## src/rtl/window_feed_ctrl.sv

```systemverilog
// Window feed controller: loads NUM_ROWS windows into row buffers, then shifts KERNEL_SIZE times per pass.
// Optional upstream starvation counter is built only when WFC_STALL_CNT_EN is defined.
//
// state | meaning
// IDLE  | waiting for start
// LOAD  | accepting one window per row, ready high
// SHIFT | shift strobe for KERNEL_SIZE cycles
// DONE  | one-cycle job-complete pulse
module window_feed_ctrl #(
  parameter int DATA_WIDTH  = 32,
  parameter int KERNEL_SIZE = 9,
  parameter int NUM_ROWS    = 8
) (
  input  logic                             clk,
  input  logic                             rst_n,
  input  logic                             start,
  input  logic [7:0]                       cfg_passes,
  input  logic                             i_win_valid,
  input  logic [DATA_WIDTH*KERNEL_SIZE-1:0] i_win_data,
  output logic                             o_win_ready,
  output logic [NUM_ROWS-1:0]              o_load_en,
  output logic [DATA_WIDTH*KERNEL_SIZE-1:0] o_load_data,
  output logic                             o_shift_en,
  output logic                             o_busy,
  output logic                             o_done,
  output logic [15:0]                      o_stall_cnt
);

  localparam int ROW_W = (NUM_ROWS > 1) ? $clog2(NUM_ROWS) : 1;
  localparam int SH_W  = (KERNEL_SIZE > 1) ? $clog2(KERNEL_SIZE) : 1;
  localparam logic [ROW_W-1:0] LAST_ROW   = ROW_W'(NUM_ROWS - 1);
  localparam logic [SH_W-1:0]  SHIFT_LAST = SH_W'(KERNEL_SIZE - 1);

  typedef enum logic [1:0] {
    S_IDLE  = 2'd0,
    S_LOAD  = 2'd1,
    S_SHIFT = 2'd2,
    S_DONE  = 2'd3
  } state_t;

  state_t                           r_state;
  state_t                           w_state_nxt;
  logic [ROW_W-1:0]                 r_row_idx;
  logic [SH_W-1:0]                  r_shift_cnt;
  logic [7:0]                       r_pass_cnt;
  logic [NUM_ROWS-1:0]              r_load_en;
  logic [DATA_WIDTH*KERNEL_SIZE-1:0] r_load_data;
  logic                             w_start_acc;
  logic                             w_hs;
  logic                             w_last_hs;
  logic                             w_shift_end;

  always_ff @(posedge clk or negedge rst_n) begin
    if (!rst_n) r_state <= S_IDLE;
    else        r_state <= w_state_nxt;
  end

  always_comb begin
    w_state_nxt = r_state;
    o_win_ready = 1'b0;
    o_shift_en  = 1'b0;
    o_busy      = 1'b1;
    o_done      = 1'b0;
    w_start_acc = 1'b0;
    w_hs        = 1'b0;
    w_shift_end = 1'b0;
    case (r_state)
      S_IDLE: begin
        o_busy = 1'b0;
        if (start) begin
          w_start_acc = 1'b1;
          w_state_nxt = S_LOAD;
        end
      end
      S_LOAD: begin
        o_win_ready = 1'b1;
        if (i_win_valid) begin
          w_hs = 1'b1;
          if (r_row_idx == LAST_ROW) w_state_nxt = S_SHIFT;
        end
      end
      S_SHIFT: begin
        o_shift_en = 1'b1;
        if (r_shift_cnt == '0) begin
          w_shift_end = 1'b1;
          w_state_nxt = (r_pass_cnt <= 8'd1) ? S_DONE : S_LOAD;
        end
      end
      S_DONE: begin
        o_done      = 1'b1;
        w_state_nxt = S_IDLE;
      end
      default: w_state_nxt = S_IDLE;
    endcase
  end

  assign w_last_hs = w_hs && (r_row_idx == LAST_ROW);

  // The last-row strobe lands in the first SHIFT cycle, so the shift counter is loaded on that same edge.
  always_ff @(posedge clk or negedge rst_n) begin
    if (!rst_n) begin
      r_row_idx   <= '0;
      r_shift_cnt <= '0;
      r_pass_cnt  <= '0;
      r_load_en   <= '0;
      r_load_data <= '0;
    end else begin
      r_load_en <= '0;
      if (w_start_acc) begin
        r_pass_cnt <= (cfg_passes == 8'd0) ? 8'd1 : cfg_passes;
        r_row_idx  <= '0;
      end
      if (w_hs) begin
        r_load_data <= i_win_data;
        r_load_en   <= NUM_ROWS'(1) << r_row_idx;
        r_row_idx   <= w_last_hs ? '0 : r_row_idx + 1'b1;
      end
      if (w_last_hs)                      r_shift_cnt <= SHIFT_LAST;
      else if (o_shift_en && !w_shift_end) r_shift_cnt <= r_shift_cnt - 1'b1;
      if (w_shift_end) r_pass_cnt <= r_pass_cnt - 8'd1;
    end
  end

  assign o_load_en   = r_load_en;
  assign o_load_data = r_load_data;

`ifdef WFC_STALL_CNT_EN
  logic [15:0] r_stall_cnt;

  always_ff @(posedge clk or negedge rst_n) begin
    if (!rst_n)                                  r_stall_cnt <= '0;
    else if (w_start_acc)                        r_stall_cnt <= '0;
    else if (o_win_ready && !i_win_valid && (r_stall_cnt != 16'hFFFF))
                                                 r_stall_cnt <= r_stall_cnt + 16'd1;
  end

  assign o_stall_cnt = r_stall_cnt;
`else
  assign o_stall_cnt = 16'd0;
`endif

endmodule

```

## config.mk

```make
export PLATFORM = sky130hd
export DESIGN_NAME = window_feed_ctrl
export DESIGN_NICKNAME = d
export VERILOG_FILES = /design/src/rtl/window_feed_ctrl.sv
export SDC_FILE = /design/constraint.sdc
export NUM_CORES = 1
export LEC_CHECK = 0
export ABC_AREA = 0
export CAP_MARGIN = 10
export CORE_AREA = 2 2 236 238
export DETAILED_ROUTE_END_ITERATION = 10
export DIE_AREA = 0 0 238 240
export MAX_ROUTING_LAYER = met4
export PLACE_DENSITY = 0.57
export SKIP_LAST_GASP = 1
export SYNTH_ARGS = -nofsm -noshare
export SYNTH_HDL_FRONTEND = slang
export SYNTH_SLANG_ARGS = --single-unit
```

## constraint.sdc

```tcl
create_clock -name clk -period 3.7 [get_ports clk]
set_clock_uncertainty 0.05 [all_clocks]
set_input_delay 1.11 -clock clk [delete_from_list [all_inputs] [get_ports clk]]
set_output_delay 1.11 -clock clk [all_outputs]
set_load 0.03 [all_outputs]
```

==> results.md <==
- The flow ran to the end, and the final reports show no timing, DRC or antenna violations.
- Buffers added to address setup during post-CTS repair amount to 0.
- Summing every instance area after synthesis gives 12200 um2.
- Once the clock tree was built, the resizer swapped 0 gates to a different size.
- By area the synthesized netlist is led by dfrtp_1, nand2_1, buf_2.
- The floorplan step defined a core boundary enclosing 54700 um2.
- The source of the worst hold timing path is o_load_data[219]$_DFFE_PN0P_.
- Once detailed placement completed, the half-perimeter wirelength came to 30600 um.
- The class of the tightest hold or removal check is flip-flop to flip-flop.
- The count of nets left with antenna violations once routing finished came out at 0.
- The startpoint identified for the worst register-to-register timing path is r_shift_cnt[0]$_DFFE_PN0P_.
- The final design instance area without fill is 20500 um2.
- The effective utilization at floorplan is 0.223.
- The floorplan step defined a die boundary enclosing 57100 um2.
- The summed negative setup slack over all endpoints is 0 ns.
- For this design, the CTS-stage hold fixing added 0 buffers.
- The CTS tree is built.
- The average cell area after synthesis is 8.92 um2.
- During placement, the flow inserted port buffers numbering 599.
- The number of warnings issued by yosys is 0.
- The clock period could shrink to 3.29 ns.
- The count of different cell masters after synthesis is 44.
- The number of vias per cell is 4.06.
- For this design the ratio of total power to cell area is 835 nW/um2.
- In this run the cell area measured after placement is 19100 um2.
- The number of buffers on the longest clock path is 3.
- For this run, the top clock speed supported by timing is 0.304 GHz.
- The root buffer selected by CTS is clkbuf_16.
- The iteration count of the initial detailed-routing pass is 5.
- The share of the Yosys chip area taken by registers is 0.643.
- The number of clock sinks is 313.
- After global routing the overflow that remains totals 0.
- The area share of the largest cell type after synthesis is 0.643.
- The largest total area in the synthesized netlist belongs to dfrtp_1.
- The largest fanout on the critical path is 8.
- The count of maximum capacitance violations is 0.
- In the global route stage, overall resource usage came out at 0.143.
- The routed length per placed instance is 15.3 um.
- Setup repair after global routing left no endpoint under its margin.
- The endpoint required time on the critical path is 2.54 ns.
- The layout has 5513 filler cells.
- The clock latency of the later-clocked register in the worst-skew pair is 0.54 ns.
- The total via count after detailed routing is 11.0k.
- Entering global routing, the biggest net connects 99 pins.
- The count of final max-slew check failures is 0.
- The number of buffers inserted during clock tree synthesis is 38.
- In this run the tightest slew margin relative to its limit is 0.482.
- The leakage power figure is 0.00989 uW.
- The overall die height is 240 um.
- The maximum ir drop on the vdd rail is 0.000344 V.
- Power comes to 17100 uW.
- The number of hold violations in the final report is 0.
- The clock transition at the register clock pins on the worst setup and hold paths after CTS is 0.05 ns.
- The synthesized instance count is 1365.
- The most common cell in the synthesized netlist is nand2_1.
- The total number of H-tree levels is 2.
- Across the whole layout, storage elements account for 7830 um2.
- The die span in x is 238 um.
- Setup violations remaining at the end of the flow were counted as 0.
- At the end of the flow, the number of nets in the layout was 2279.
- The number of flops mapped to enable cells by yosys is 0.
- The critical path class is flip-flop to primary output.
- The most critical setup path has its startpoint at r_state[0]$_DFFE_PN0P_.
- The number of antenna violations at the first check in global routing is 2.
- For this block, the routed nets add up to 41400 um of wire.
- The kind of start point of the critical path is a flip-flop.
- Sorting the synthesized cells by how often they occur yields nand2_1, dfrtp_1, buf_2.
- The flip-flop and latch count after synthesis is 313.
- Of the cells placed in the final design, the portion with a size suffix greater than 1 is 0.0560.
- After the first detailed-routing iteration, the DRC count stood at 419.
- In the final layout, the multi-input gates occupy 3950 um2.
- The count of boundary I/O pins is 616.
- The weighted congestion reported at the end of routability-driven placement is 0.805.
- In the synthesized netlist the dominant register cell turns out to be dfrtp_1.
- At the worst endpoint, the arrival time is 2.13 ns.
- The via count of the first global-routing pass is 11.2k.
- STA classifies the critical path endpoint as a primary output.
- In the routed design, unresolved DRC markers number 0.
- The area growth from synthesis to layout is 68.1%.
- The global-route wire length before repair is 62700 um.
- The final worst-path cycle share is 0.889.
- The number of rows created at floorplan is 86.
- At the pin with the least slew margin, the transition time is 0.777 ns.
- The proportion of synthesized flip-flops having asynchronous set or reset is 1.00.
## final cells by class
cell class | count | area share
Sequential cell | 313 | 0.382
Timing Repair Buffer | 633 | 0.314
Multi-Input combinational cell | 972 | 0.193
Clock buffer | 55 | 0.0575
Tap cell | 704 | 0.0430
Clock inverter | 14 | 0.00782
Inverter | 12 | 0.00220
Antenna cell | 2 | 0.000244
## worst paths after layout
path                                           endpoint  slack [ns]  cells after the start
max in group asynchronous     r_pass_cnt[0]$_DFFE_PN0P_        2.17                      2
setup / recovery                             o_shift_en        0.41                      3
setup reg to reg              r_pass_cnt[3]$_DFFE_PN0P_        1.72                      6
hold / removal             o_load_data[219]$_DFFE_PN0P_        0.42                      2
min in group asynchronous  o_load_data[145]$_DFFE_PN0P_        0.53                      1
hold reg to reg            o_load_data[219]$_DFFE_PN0P_        0.42                      2
## cell families after synthesis
| kind of cell | after synthesis | share of synthesized area |
|---|---|---|
| buf+inv | 95 | 0.0384 |
| flops | 313 | 0.643 |
| compound gates | 26 | 0.0168 |
| xor+xnor | 2 | 0.00144 |
| other cells | 1 | 0.000308 |
| simple gates | 919 | 0.291 |
| fa+ha+maj | 9 | 0.00924 |
## registers in the layout (all words and copies together) (netlist names)
| register | flops |
|---|---|
| r_state | 2 |
| r_row_idx | 3 |
| r_shift_cnt | 4 |
| o_load_data | 288 |
| o_load_en | 8 |
| r_pass_cnt | 8 |
## where the power goes
group	switching [uW]	internal (uW)	total, uW
Sequential	751	4720	5470
Combinational	4640	3090	7730
Clock	1470	2430	3900
Total	6860	10200	17100
## critical path: stages (launching register included)
cell and delay [ns]:
dfrtp_1 0.42, nand2b_2 0.28, inv_2 0.17, clkdlybuf4s50_1 0.72
## routing by layer
layer,part of all wire,vias to the layer above,wire [um],track usage
met1,0.40,5191,16600,0.162
met3,0.075,68,3110,0.0398
met2,0.50,375,20600,0.244
li1,-,5341,-,-
met4,0.026,0,1090,0.0479
met5,0,-,0,-
## through the flow
step | worst slack [ns] | std cells | hold slack (ns) | util
2_1_floorplan | 1.50 | 1380 | 0.449 | -
6_report | 0.411 | 2705 | 0.418 | 0.375
5_1_grt | 0.272 | 2705 | 0.438 | 0.375
3_3_place_gp | 0.865 | 2634 | 0.407 | 0.350
3_5_place_dp | 0.845 | 2634 | 0.411 | 0.350
4_1_cts | 0.338 | 2703 | 0.425 | 0.375
## cells in the final DEF, fill, tap and decap left out, drive strengths merged, types with 2 or more instances in the layout
cell type | Yosys | routed
clkinv | 0 | 7
nand3 | 5 | 5
nand2b | 2 | 2
and3 | 7 | 7
or3b | 2 | 2
nor3 | 4 | 4
nor2 | 10 | 10
inv | 12 | 13
clkinvlp | 0 | 3
or3 | 2 | 2
dfrtp | 313 | 313
nand2 | 876 | 876
bufinv | 0 | 3
nor3b | 2 | 2
ha | 9 | 9
xor2 | 2 | 2
o221a | 2 | 2
conb | 1 | 16
o21ai | 7 | 7
and2 | 2 | 2
buf | 55 | 35
o221ai | 2 | 2
a21oi | 6 | 6
clkbuf | 28 | 55
clkdlybuf4s50 | 0 | 598
nor4 | 3 | 3
diode | 0 | 2
o31ai | 2 | 2
No activity file was read; power rests on OpenSTA's default activity.
==> variant, RTL diff (config.mk and constraints unchanged) <==
Add an input register stage for `cfg_passes`, with the module's reset; this delays it by one clock. The other inputs are not delayed to match.
--- a/src/rtl/window_feed_ctrl.sv
+++ b/src/rtl/window_feed_ctrl.sv
@@ -38,4 +38,14 @@
     S_DONE  = 2'd3
   } state_t;
+
+  logic [7:0] cfg_passes_q;
+
+  always_ff @(posedge clk or negedge rst_n) begin
+    if (!rst_n) begin
+      cfg_passes_q <= '0;
+    end else begin
+      cfg_passes_q <= cfg_passes;
+    end
+  end
 
   state_t                           r_state;
@@ -108,5 +118,5 @@
       r_load_en <= '0;
       if (w_start_acc) begin
-        r_pass_cnt <= (cfg_passes == 8'd0) ? 8'd1 : cfg_passes;
+        r_pass_cnt <= (cfg_passes_q == 8'd0) ? 8'd1 : cfg_passes_q;
         r_row_idx  <= '0;
       end
Function: no difference found for any inputs over 4 cycles, from zero or initial values and one cycle with rst_n low; that may be too few to reach the edited logic, so the function may still have changed.
==> variant against the unedited design <==
Synthesized area rose by 1.8%; sequential power up 0.9%; sequential cell count up 8; register-to-register slack better by 0.04 ns; setup slack got worse by 0.026 ns; design area grew 0.67%; global-route usage increased by 0.40 points; combinational power increased by 0.6%; total power rose by 0.56%; wire length rose by 3.6%; largest cell class unchanged.
==> variant: results (changes against the unedited design) <==
critPathCapture: "o_shift_en"
r2r_slack_ns: 1.76  # +0.04 ns
nFillCells: 5435  # -1.4%
antenna_cells: 1  # -1
antenna_found_initial: 1  # -1
synthAdderAreaFrac_pct: 1.01  # +0.085 points
clk_latency_ns: 0.53
wl_met2_mm: 21.0  # +1.8%
status: "finished, final reports clean"
clock_area_share_pct: 6.38  # -0.15 points
grtUsageMet3_pct: 3.81  # -0.17 points
multi_input_area_share_pct: 19.2  # -0.10 points
synthTopCellsByArea: "dfrtp_1 65%, nand2_1 26%, buf_2 2.0%"
drt_iter0_drc: 415  # -0.95%
num-multi-input-gates: 971  # -0.10%
wl_mm: 42.9  # +3.6%
yosysSeqAreaShare_pct: 64.8  # +0.51 points
drive_gt1_share_pct: 5.06  # -0.55 points
io_buffers: 599  # unchanged
grt_max_degree: 78  # -21%
cts_buffers: 39  # +2.6%
hp-start: "o_load_data[174]$_DFFE_PN0P_"
wl_met1_mm: 17.6  # +6.4%
grtUsageMet1_pct: 17.7  # +1.5 points
worstMarginPinSlew_ns: 0.718  # -0.0586 ns
buffer_area_share_pct: 31.0  # -0.39 points
irDropWorstVdd_uv: 381  # +11%
synth_xor_area_share_pct: 0.212  # +0.068 points
startpoint: "r_state[1]$_DFFE_PN0P_"
synthTopCellsByCount: "874 x nand2_1, 321 x dfrtp_1, 50 x buf_2"
routabilityCongestion: 0.838  # +4.1%
clock_buffers: 57  # +3.6%
placed_cell_area_sq_mm: 0.0193  # +0.84%
dpl.hpwl_mm: 31.5  # +3.2%
ys_seq_elements: 321  # +2.6%
grt_pass1_wl_mm: 63.8  # +1.8%
cp.arrival_ns: 2.16  # +0.03 ns
num_vias: 11000  # +0.26%
wl_met3_mm: 3.05  # -2.1%
ys_types: 45  # +2.3%
num-nonclk-buffers: 628  # -0.79%
variant: changes by cell type in the layout (fill, tap and decap cells not counted), moves of 2 or more:
cell        before  now
nand3_1          5    3
dfrtp_1        313  321
inv_1           11    9
clkbuf_1         4    7
buf_4           20   15
nand2_1        875  873
nor2_1          10   14
o21ai_0          2    0
clkinvlp_4       3    1
variant: cells by family after synthesis:
group                      after synthesis
adders and majority gates               10
AOI/OAI and AO/OA                       25
xor gates and xnor gates                 3
and+or+nand+nor                        917
other                                    1
buffers and inverters                   93
DFF                                    321
variant: stage by stage:
step	hold WS, ns	std cells	worst slack [ns]	total power, uW
3_3_place_gp	0.407	2634	0.807	13300
3_5_place_dp	0.411	2634	0.781	13400
4_1_cts	0.425	2702	0.344	17400
5_1_grt	0.438	2702	0.277	18100
6_report	0.419	2703	0.385	17200
2_1_floorplan	0.407	1385	1.49	9660
variant: where the power goes:
part,total [uW],switching [uW],internal (uW)
Combinational,7780,4710,3060
Sequential,5520,742,4780
Clock,3900,1490,2410
Total,17200,6950,10200
